===== config.mk =====
export PLATFORM = sky130hd
export DESIGN_NAME = bin_frac_seq_mult_param
export DESIGN_NICKNAME = d
export VERILOG_FILES = /design/src/rtl/bin_frac_seq_mult_param.sv
export SDC_FILE = /design/constraint.sdc
export NUM_CORES = 1
export LEC_CHECK = 0
export CORE_MARGIN = 2
export CORE_UTILIZATION = 47
export DETAILED_ROUTE_END_ITERATION = 8
export GPL_TIMING_DRIVEN = 0
export PLACE_DENSITY_LB_ADDON = 0.25
export SLEW_MARGIN = 30
export SYNTH_ARGS = -nofsm -noshare
export SYNTH_HDL_FRONTEND = slang
export SYNTH_SLANG_ARGS = --single-unit

===== constraint.sdc =====
create_clock -name clk -period 1.6 [get_ports clk]
set_input_delay 0.32 -clock clk [delete_from_list [all_inputs] [get_ports clk]]
set_output_delay 0.32 -clock clk [all_outputs]
set_load 0.02 [all_outputs]

===== src/rtl/bin_frac_seq_mult_param.sv =====
// Sequential sign-magnitude fractional multiplier, N magnitude bits per operand.
// Produces the full 2N-bit product and a rounded N-bit result after N shift-add steps.
module bin_frac_seq_mult_param #(
    parameter int N = 6
) (
    input  logic         clk,
    input  logic         rst_n,
    input  logic         start,
    input  logic [N:0]   a,
    input  logic [N:0]   b,
    output logic         busy,
    output logic         done,
    output logic [2*N:0] product,
    output logic [N:0]   product_rnd
);

    localparam int CW = (N > 2) ? $clog2(N) : 1;

    typedef enum logic [1:0] {
        IDLE = 2'd0,
        CALC = 2'd1,
        DONE = 2'd2
    } state_t;

    state_t           state_q, state_d;
    logic [N-1:0]     ma_q, ma_d;
    logic [N-1:0]     mb_q, mb_d;
    logic             sgn_q, sgn_d;
    logic [2*N-1:0]   acc_q, acc_d;
    logic [CW-1:0]    cnt_q, cnt_d;
    logic             done_q, done_d;
    logic [2*N:0]     prod_q, prod_d;
    logic [N:0]       rnd_q, rnd_d;

    logic [N:0]       sum;
    logic [N-1:0]     addend;
    logic [N-1:0]     mag_r;

    // Partial product enters at weight 2^N; the N right shifts bring it home.
    assign addend = mb_q[0] ? ma_q : '0;
    assign sum    = {1'b0, acc_q[2*N-1:N]} + {1'b0, addend};
    assign mag_r  = acc_q[2*N-1:N] + N'(acc_q[N-1]);

    always_comb begin
        state_d = state_q;
        ma_d    = ma_q;
        mb_d    = mb_q;
        sgn_d   = sgn_q;
        acc_d   = acc_q;
        cnt_d   = cnt_q;
        done_d  = 1'b0;
        prod_d  = prod_q;
        rnd_d   = rnd_q;
        unique case (state_q)
            IDLE: begin
                if (start) begin
                    ma_d    = a[N-1:0];
                    mb_d    = b[N-1:0];
                    sgn_d   = a[N] ^ b[N];
                    acc_d   = '0;
                    cnt_d   = '0;
                    state_d = CALC;
                end
            end
            CALC: begin
                acc_d = {sum, acc_q[N-1:1]};
                mb_d  = mb_q >> 1;
                cnt_d = cnt_q + CW'(1);
                if (cnt_q == CW'(N - 1)) begin
                    state_d = DONE;
                end
            end
            DONE: begin
                // A zero magnitude never carries a sign bit.
                prod_d  = {sgn_q & (|acc_q), acc_q};
                rnd_d   = {sgn_q & (|mag_r), mag_r};
                done_d  = 1'b1;
                state_d = IDLE;
            end
            default: begin
                state_d = IDLE;
            end
        endcase
    end

    always_ff @(posedge clk) begin
        if (!rst_n) begin
            state_q <= IDLE;
            ma_q    <= '0;
            mb_q    <= '0;
            sgn_q   <= 1'b0;
            acc_q   <= '0;
            cnt_q   <= '0;
            done_q  <= 1'b0;
            prod_q  <= '0;
            rnd_q   <= '0;
        end else begin
            state_q <= state_d;
            ma_q    <= ma_d;
            mb_q    <= mb_d;
            sgn_q   <= sgn_d;
            acc_q   <= acc_d;
            cnt_q   <= cnt_d;
            done_q  <= done_d;
            prod_q  <= prod_d;
            rnd_q   <= rnd_d;
        end
    end

    // Busy covers the result cycle too, even though a new start is already accepted there.
    assign busy        = (state_q != IDLE) | done_q;
    assign done        = done_q;
    assign product     = prod_q;
    assign product_rnd = rnd_q;

endmodule


# Word level (Yosys, flattened, before mapping)

Cells that the tools add are included.

Register bits after elaboration: 51
Bits of input ports: 17
Logic and storage cells: 40
Output and inout port bits: 22

Bitwise gates (word level): 4
Add/sub/neg operators: 3
Eq/ne operators: 5
Reduce and logical (&&, ||, !) cells: 8
Multiplexer cells: 11

Operator list:

| kind                                                            | count |
|---|---|
| 12-bit case mux with 2 select lines                             | 1 |
| 12-bit 2-to-1 mux                                               | 1 |
| 6-bit 2-to-1 mux                                                | 2 |
| 6-bit case mux with 2 select lines                              | 1 |
| 12-bit OR reduction                                             | 1 |
| 6-bit by 6-bit adder with 7-bit output                          | 1 |
| 6-bit by 1-bit adder with 6-bit output                          | 1 |
| 3-bit case mux with 2 select lines                              | 1 |
| 2-bit AND reduction                                             | 3 |
| 6-bit OR reduction                                              | 1 |
| 2-bit 2-to-1 mux                                                | 2 |
| 2-bit != test, second input constant                            | 2 |
| 2-bit case mux with 2 select lines                              | 1 |
| 2-bit nonzero test                                              | 2 |
| 3-bit by 1-bit adder with 3-bit output, second input constant   | 1 |
| 3-bit == test, second input constant                            | 1 |
| 3-bit 2-to-1 mux                                                | 1 |
| 1-bit bitwise AND                                               | 2 |
| 2-bit by 1-bit == test with 1-bit output, second input constant | 1 |
| 2-bit == test, second input constant                            | 1 |
| 2-bit zero test                                                 | 1 |
| 1-bit 2-to-1 mux                                                | 1 |
| 1-bit bitwise OR                                                | 1 |
| 1-bit bitwise XOR                                               | 1 |

# Depth between registers and ports, before layout

Depth in word-level cells: 3
Depth in mapped cells: 9
Mapped depth without buffers: 9

# Worst setup path before layout

No wires, ideal clock.

Path kind: reg2reg
Start: register mb_q[0]
End: register acc_q[9]
Data required time: 1.478 ns
Clock period less this slack: 1.651 ns
Buffers on the path: 0
Setup time: 0.122 ns
Stages on the path, launching flop included: 10
Arrival: 1.529 ns
Setup slack: -0.051 ns
Cell sequence: dfxtp_1 -> and2_1 -> ha_1 -> inv_1 -> fa_1 -> nor2b_1 -> o21ai_0 -> nand2b_1 -> xnor2_1 -> o21ai_0

Cells in the longest elaborated chain, start to end: 3

RTL lines:

| what                                   | line | RTL |
|---|---|---|
| start, declared                        | 27   | `logic [N-1:0] mb_q, mb_d;` |
| start signal, assigned                 | 100  | `mb_q <= mb_d;` |
| 6-bit 2-to-1 mux                       | 40   | `assign addend = mb_q[0] ? ma_q : '0;` |
| 6-bit by 6-bit adder with 7-bit output | 41   | `assign sum = {1'b0, acc_q[2*N-1:N]} + {1'b0, addend};` |
| 12-bit case mux with 2 select lines    | 54   | `unique case (state_q)` |
| end signal, assigned                   | 92   | `acc_q <= '0;` |
| end signal, assigned                   | 102  | `acc_q <= acc_d;` |
| end, declared                          | 29   | `logic [2*N-1:0] acc_q, acc_d;` |

No other way between the ends.
A chain may end at the register's enable or synchronous reset.

# Worst setup path after layout

Start: register mb_q[0]
End: register acc_q[10]

The elaborated chain is that of the path after synthesis.

==> out/metrics.cfg <==
[clock_network]
cts_hold_buf=0
cts_tree=yes
clkLatencyLatePin_ns=0.30
cts_root_buf=clkbuf_8
htreeDepth=2
cts_buffers=5
clk_pin_slew_ns=0.09
clock_path_buffers=2
cts.sinks=51

[global_route]
grt_use_total_pct=18.70
use_met1_pct=25.52
grt_overflow_total=0
grt_max_degree=15
grt_busiest_layer=met2
use_met2_pct=30.38
grt_pass1_wl_mm=7.941
grt_pass1_vias=1653
grtUsageMet3_pct=4.016
antenna_found_initial=0

[detailed_routing]
first_iter_violations=119
drtAntennaViolNets=0
dr_total_vias=1871
via_per_inst=4.963
wl_per_cell_microns=12.64
route.detailed.drc=0
drt_first_pass_iters=4
drt_wl_total_mm=4.765

[layout]
fillers=428
multi_input_area_sq_um=1242
fin_nets=337
final_layout_size_suffix_gt1_share_pct=13.87
stdcell_area_sq_um=2984
register_area_sq_um=1031
synthToLayoutAreaGrowth_pct=27.13
fin_cells=377
antenna_cells=0

[worst_setup_path]
crit_fanout=6
rr_endpoint=acc_q[10]
reg2reg_depth=8
cpMaxStageDelayCell=dfxtp_4
critPathCaptureType=register
ff2ff_setup_slack_ns=-0.04
crit_path_cell_trace=nand2_1 > inv_1 > ha_1 > a21o_1 > a211oi_2 > o21bai_1 > xnor2_1 > o21ai_0
crit_path_start_kind=register
max_stage_delay_ns=0.36
crit_arrival_ns=1.83
crit_type=reg -> reg
r2r_start=mb_q[0]
cp_num_buf_inv=1
worstPathRequired_ns=1.79
cp_top_family=compound AO/OA/AOI/OAI gates

[timing]
worst_pin_slew_ns=0.3846
slew_violations=0
period_needed_ns=1.636
relSlewSlack_pct=74.36
fmax_ghz=0.6113
setup_ws_ns=-0.03591
skew_ns=0.004153
grt_setup_unrepaired=yes
period_share_pct=102.2
finalHoldViolCount=0
setup_viol=4

[logic_synthesis]
synthFlopType=dfxtp_1
ys_warn_count=0
synth.avg_cell_area_sq_um=8.993
synth_nets=289
synth_edf_count=0
seq_area_frac_synth_pct=43.50
syn_inst=261
ys_seq_elements=51
ys_types=38
syn_area_sq_um=2347
async_reset_ff_share_pct=0

[power_and_ir_drop]
leakagePower_nw=1.381
powerDensity_nw_per_um2=755.9
ir_worst_vdd_uv=500.9
finalPower_w=0.002256

[floorplanning]
die_w_microns=74.67
die_area_sq_um=5576
coreArea_sq_um=4755
start_util_pct=49.37
ios=39
dieHeight_microns=74.67
rows=25

[worst_hold_path]
worstHoldStart=product[3]
hold_end=product[3]
min_path_type=reg -> reg
min_path_cells=2

[placement]
globalplace.congestion=0.8137
dp_cells=366
hpwl_mm=3.507
dpl_cell_area_sq_um=2818
port_buffers=38

[status]
status=finished with violations
violations=setup timing

[run]
cap_viol_max_count=0

[metal layers]
metal	share of wire, %	up-vias
met5	0	-
met1	49	849
met3	3.3	4
met2	47	35
met4	0.97	0
li1	-	983
[area by class of cell]
cell class              count  area share, %
repair buffers             41          13.96
well taps                  67          2.809
plain buffers              18          3.816
clock inverters             1         0.1677
multi-input cells         188          41.64
inverters                   4         0.5031
flip-flops and latches     51          34.55
clock buffers               7          2.558
[synthesized netlist by cell type, drive strengths merged, types with 2 or more instances]
cell type | number | area share, %
inv | 4 | 0.64
o211a | 10 | 4.3
nor3 | 3 | 0.64
nand3 | 12 | 2.6
xor2 | 3 | 1.4
a211oi | 2 | 0.64
nand2 | 67 | 11
buf | 15 | 4.4
a21oi | 3 | 0.64
dfxtp | 51 | 43
a22o | 6 | 2.2
a21boi | 22 | 7.0
ha | 10 | 5.3
and3 | 4 | 1.5
o21ai | 10 | 2.1
xnor2 | 7 | 2.9
clkbuf | 3 | 0.48
nand2b | 3 | 0.80
nor2b | 3 | 0.80
nor4 | 3 | 0.80
and2 | 9 | 2.4
o21a | 2 | 0.64
[stage by stage]
step | hold WS, ns | setup slack, ns | setup TNS [ns] | utilization [%]
final | 0.4518 | -0.03591 | -0.09199 | 62.76
after global routing | 0.4746 | -0.1455 | -0.6148 | 62.76
after CTS | 0.4591 | -0.05604 | -0.1481 | 61.74
after detailed placement | 0.4462 | -0.2203 | -3.016 | 59.26
after global placement | 0.4403 | -0.2005 | -2.665 | 59.26
after floorplan | 0.4305 | 0.02212 | 0 | -
[cells in the final DEF, fill, tap and decap left out, drive strengths merged, types with 4 or more instances in the layout]
cell and count:
a21boi 22, clkbuf 10, xnor2 7, ha 10, nand3 12, o211a 10
a22o 6, inv 4, nand2 67, dlymetal6s2s 8, o21ai 10, clkdlybuf4s50 28
dfxtp 51, buf 19, and3 4, and2 9
[timing repair]
| action | in CTS | in global routing |
|---|---|---|
| resized for setup | 13 | 14 |
| pin swaps | 4 | 7 |
| endpoints found under the setup margin | 7 | 13 |
| setup buffers | 3 | 0 |
[worst max path at each step]
stage,endpoint,cells after the start,start,slack (ns)
final,acc_q[10],8,mb_q[0],-0.04
after global routing,acc_q[10],8,mb_q[0],-0.15
after CTS,acc_q[10],8,mb_q[0],-0.06
after detailed placement,mb_q[0],4,rst_n,-0.22
after global placement,mb_q[4],4,rst_n,-0.20
after floorplan,acc_q[9],9,mb_q[0],0.02
[kinds of logic after synthesis]
logic type | Yosys count | synth area share [%]
DFF | 51 | 43.50
AOI/OAI and AO/OA | 59 | 18.87
and+or+nand+nor | 108 | 21.59
buffers and inverters | 22 | 5.490
adders and majority gates | 11 | 6.183
xor gates and xnor gates | 10 | 4.371
[power breakdown]
part	leakage (nW)	switching, W	internal (W)
Clock	0.0422	0.000411	0.000308
Sequential	0.416	0.0000228	0.00130
Combinational	0.923	0.000105	0.000111
Total	1.38	0.000539	0.00172
[worst register-to-register path, stage by stage, from the launching register on]
cell and delay (ns):
dfxtp_4 0.36, nand2_1 0.11, inv_1 0.05, ha_1 0.26, a21o_1 0.20, a211oi_2 0.20
o21bai_1 0.12, xnor2_1 0.14, o21ai_0 0.08
[sequential cells by signal, indices dropped and copies added (netlist names)]
register / count
sgn_q: 1
state_q: 2
ma_q: 6
product_rnd: 7
product: 13
mb_q: 6
acc_q: 12
cnt_q: 3
done: 1
Power figures use the tool's default switching activity.
==> patch 1 (same flow settings) <==
Re-encode `state_t` (3 states) as one-hot, 3 bits wide.
--- a/src/rtl/bin_frac_seq_mult_param.sv
+++ b/src/rtl/bin_frac_seq_mult_param.sv
@@ -16,10 +16,10 @@
 
     localparam int CW = (N > 2) ? $clog2(N) : 1;
 
-    typedef enum logic [1:0] {
-        IDLE = 2'd0,
-        CALC = 2'd1,
-        DONE = 2'd2
+    typedef enum logic [2:0] {
+        IDLE = 3'b001,
+        CALC = 3'b010,
+        DONE = 3'b100
     } state_t;
 
     state_t           state_q, state_d;
Function: no difference found for any inputs over 10 cycles, from zero or initial values and one cycle with rst_n low; not proved beyond that.
==> patch 1 against the original RTL <==
  * Setup slack worse by 140 ps
  * Routed wire length increased by 14%
  * Cell count grew 5.0%
  * Sequential cell count grew 1
  * Synthesized cell count up 6.1%
  * Largest power group unchanged
  * The run still ends with setup timing left
  * Total power up 2.6%
  * First-iteration DRC count shrank 42%
  * Critical endpoint is now acc_q[9]$_SDFFE_PN0P_
  * Synthesized area increased by 2.6%
  * Design area is 5.5% higher
==> patch 1: results <==
[worst_hold_path]
hold_path_class = "primary input to flop"
hold_start = "rst_n"
holdPathEnd = "state_q[0]$_SDFFE_PN1P_"
hold_depth = 2

[routing]
drtPass1Iterations = 5
drt_iter0_drc = 69
wl_um = 5410
dr_total_vias = 2045

[clock_tree]
h-tree-depth = 2
cts_made_buffers = 5
clk_pin_slew_worst_paths_ps = 90
clock_latency_ps = 310
clock-root-buffer = "clkbuf_8"
cts_buffer_depth = 2

[global_route]
grt_pass1_wl_um = 8650
antenna_found_initial = 0
grt_pass1_vias = 1831
grt_max_degree = 17
grt_usage_pct = 20.1

[setup_path]
cp_max_fo = 6
reg2reg_depth = 8
cp_top_family = "compound AO/OA/AOI/OAI gates"
reg2reg_from = "mb_q[0]$_SDFFE_PN0P_"
worst_path_max_delay_cell = "dfxtp_4"
cpPeakStageDelay_ps = 390
r2r_end = "acc_q[9]$_SDFFE_PN0P_"
critPathArrivalTime_ps = 2040

[sta]
finalWorstSetupSlack_ps = -180
worst_slew_margin_rel_pct = 66.5
finalClockSkew_ps = 6.41
tns_ps = -491
setup_viol = 5

[pwr]
vdd_drop_max_v = 0.000395
p_leak_nw = 1.47

[placed_design]
hpwl_um = 3790
numPortBuffers = 37
gp_congestion = 0.816

[run_status]
status = "finished with violations"
failed_checks = "setup timing"

[final_layout]
nNetsFinal = 353
drive_gt1_share_pct = 17.8
largest_register_ffs = 13
n_antenna_cell = 0

[synth]
yosys_warnings = 0
synth_cell_types = 44
synthTopCellsByCount = "dfxtp_1, nand2_1, nor2_1"
syn-num-nets = 305
synth.area.top_cells = "dfxtp_1, nand2_1, nor2_1, ha_1, a21oi_1"
ys_seq_area_share_pct = 43.2
async_flop_share_pct = 0
==> patch 1: kinds of logic after synthesis <==
family,Yosys count,share of synthesized area (%)
compound gates,55,15.4
xor+xnor,7,2.55
fa+ha+maj,11,6.03
buf+inv,28,6.70
flops,52,43.2
mux,8,3.32
simple gates,116,22.8
==> patch 1: power by group <==
group	switching (W)	leakage (nW)	internal [W]
Clock	0.000426	0.0479	0.000305
Combinational	0.000118	1.00	0.000118
Sequential	0.0000252	0.425	0.00132
Total	0.000569	1.47	0.00175
==> patch 1: per-stage QoR <==
stage	hold slack [ps]	cell area (um^2)	instances	utilization, %	setup slack [ps]
2_1_floorplan	445	2420	277	-	-54.4
3_3_place_gp	443	2880	384	57.4	-344
3_5_place_dp	445	2880	384	57.4	-354
4_1_cts	287	2980	393	59.5	-181
5_1_grt	286	3150	396	62.9	-240
6_report	287	3150	396	62.9	-180
==> patch 1: cell type report <==
class                           count  area (um^2)
Fill cell                         471         1860
Multi-Input combinational cell    197         1310
Sequential cell                    52         1060
Timing Repair Buffer               42          450
Buffer                             19          120
Tap cell                           70         87.6
Clock buffer                        5         68.8
Inverter                            8         30.0
Clock inverter                      3         18.8
==> patch 1: repair_timing <==
item,in CTS,in global routing
setup buffers,1,4
hold buffers,0,0
pin swaps,0,6
setup endpoints to repair,9,25
resized for setup,10,41
==> patch 1: how the worst max path moves through the flow <==
stage,startpoint,endpoint,slack [ps],depth (start not counted)
floorplan,mb_q[0]$_SDFFE_PN0P_,acc_q[9]$_SDFFE_PN0P_,-50,8
global placement,state_q[2]$_SDFFE_PN0P_,busy,-340,3
detailed placement,state_q[2]$_SDFFE_PN0P_,busy,-350,3
CTS,mb_q[0]$_SDFFE_PN0P_,acc_q[9]$_SDFFE_PN0P_,-180,8
global route,mb_q[0]$_SDFFE_PN0P_,acc_q[9]$_SDFFE_PN0P_,-240,8
finish,mb_q[0]$_SDFFE_PN0P_,acc_q[9]$_SDFFE_PN0P_,-180,8
==> patch 1: metal layers <==
| metal | global-route usage, % | part of all wire, % |
|---|---|---|
| met4 | 6.24 | 1.7 |
| met1 | 26.8 | 47 |
| met2 | 32.9 | 47 |
| met3 | 4.37 | 4.3 |
| met5 | 0 | 0 |
==> patch 1: worst register-to-register path, cell delays in order, from the launching register on <==
cell and delay, ps:
dfxtp_4 390, and2_4 150, ha_4 130, inv_2 30, fa_2 340, nand2b_4 160, a21bo_2 220, a211oi_2 180
o21a_1 120
==> patch 2 (config.mk and constraints unchanged) <==
Without the edit above. The parameter `N` goes from 6 to 7.
--- a/src/rtl/bin_frac_seq_mult_param.sv
+++ b/src/rtl/bin_frac_seq_mult_param.sv
@@ -1,7 +1,7 @@
 // Sequential sign-magnitude fractional multiplier, N magnitude bits per operand.
 // Produces the full 2N-bit product and a rounded N-bit result after N shift-add steps.
 module bin_frac_seq_mult_param #(
-    parameter int N = 6
+    parameter int N = 7
 ) (
     input  logic         clk,
     input  logic         rst_n,
Ports: changed (resized a, b, product and product_rnd); port bits go from 39 to 44. The function was not compared with the original's and may differ.
==> patch 2 against the original RTL <==
  * The flow still finishes with violations (setup timing)
  * Combinational power grew 37%
  * Critical path type unchanged
  * Largest cell class unchanged
  * Die area grew 9.9%
  * Routed wire length grew 26%
  * Design area grew 18%
  * First-iteration DRC count shrank 7.6%
  * Fmax shrank 10%
  * Critical endpoint is now acc_q[11]$_SDFFE_PN0P_
  * Sequential cell count grew 7
  * Via count grew 23%
  * Total power grew 42%
  * Critical path depth grew 1
  * Synthesized area grew 11%
  * Setup slack lost 190 ps
  * Cell count grew 18%
==> patch 2: results <==
[global_route]
grt_pass1_wl_um = 9600
grt_pass1_vias = 2085
antenna_found_initial = 0
grt_max_degree = 11
grt_usage_pct = 20.1

[routing]
drtPass1Iterations = 4
drt_iter0_drc = 110
dr_total_vias = 2293
wire_per_inst_um = 13.5
wl_um = 6000

[setup_path]
rrSetupSlack_ps = -230
cpPeakStageDelay_ps = 350
cp_max_fo = 6
critPathArrivalTime_ps = 2040
startpoint = "mb_q[0]$_SDFFE_PN0P_"
worst_path_max_delay_cell = "dfxtp_4"
crit_path_end = "acc_q[11]$_SDFFE_PN0P_"
reg2reg_depth = 9

[placed_design]
gp_congestion = 0.831
hpwl_um = 3930
numPortBuffers = 43
dp.cells = 421
postPlaceCellArea_um2 = 3120

[clock_tree]
h-tree-depth = 3
clk_pin_slew_worst_paths_ps = 60
cts_made_buffers = 9
clock-root-buffer = "clkbuf_8"
cts_buffer_depth = 2
clock_latency_ps = 340

[synth]
ys_seq_area_share_pct = 44.8
synthTopCellsByCount = "nand2_1, dfxtp_1, a21oi_1"
yosys_warnings = 0
synth_cell_types = 42
syn-num-nets = 338
synth_top_flop_cell = "dfxtp_1"
async_flop_share_pct = 0
synth.area.top_cells = "dfxtp_1, nand2_1, a21oi_1, ha_1, a211oi_1"
syn_avg_cell_area_um2 = 8.48

[sta]
whs_ps = 449
worst_slew_margin_rel_pct = 64.4
finalClockSkew_ps = 8.34
finalWorstSetupSlack_ps = -225
setup_viol = 6

[pwr]
p_leak_nw = 1.66
vdd_drop_max_v = 0.000676

[run_status]
failed_checks = "setup timing"
status = "finished with violations"

[worst_hold_path]
holdPathEnd = "product[2]$_SDFFE_PN0P_"
hold_depth = 2
hold_start = "product[2]$_SDFFE_PN0P_"

[final_layout]
largest_register_ffs = 15
n_antenna_cell = 0
drive_gt1_share_pct = 17.3
nNetsFinal = 399
[patch 2: cell families after synthesis]
| group | count (synthesis) | synth area share (%) |
|---|---|---|
| adders and majority gates | 13 | 6.56 |
| muxes | 1 | 0.386 |
| and+or+nand+nor | 127 | 22.1 |
| DFF | 58 | 44.8 |
| AOI/OAI and AO/OA | 73 | 17.8 |
| xor gates and xnor gates | 11 | 3.71 |
| buffers and inverters | 23 | 4.73 |
[patch 2: where the power goes]
group          switching (W)  internal (W)  total, W
combinational       0.000158      0.000138  0.000296
sequential         0.0000307       0.00148   0.00151
clock               0.000562      0.000836   0.00140
[patch 2: timing repair]
action	in CTS	in global routing
pin swaps	7	14
resized for setup	28	29
buffers inserted	3	4
endpoints found under the setup margin	14	24
[patch 2: cell type report]
cell class | count | area [um^2]
buffer | 19 | 116
clock buffer | 13 | 169
clock inverter | 2 | 35.0
fill | 465 | 1870
inverter | 4 | 15.0
multi-input combinational | 225 | 1420
sequential | 58 | 1170
tap | 72 | 90.1
timing repair buffer | 50 | 515
[patch 2: through the flow]
step / worst slack [ps] / setup TNS, ps / power [W]
final: -225 / -863 / 0.00321
after CTS: -261 / -789 / 0.00320
after global routing: -326 / -1280 / 0.00334
after global placement: -309 / -5030 / 0.00181
after floorplan: -151 / -317 / 0.00171
after detailed placement: -325 / -6500 / 0.00181
[patch 2: layer usage]
metal  share of wire [%]  global-route usage, %  vias up
li1                    -                      -     1180
met2                  49                   33.4       58
met5                   0                      0        -
met1                  44                   24.7     1043
met3                 4.9                   4.14       12
met4                 1.8                   10.2        0
[patch 2: critical path: cells and delay by family, from the launching register on]
kind                     cells  cell delay [ps]
AO/OA/AOI/OAI                4              650
flip-flops                   1              350
buffers and inverters        2              250
adder cells (fa/ha/maj)      1              170
XOR/XNOR                     1              160
AND/OR/NAND/NOR              1              140
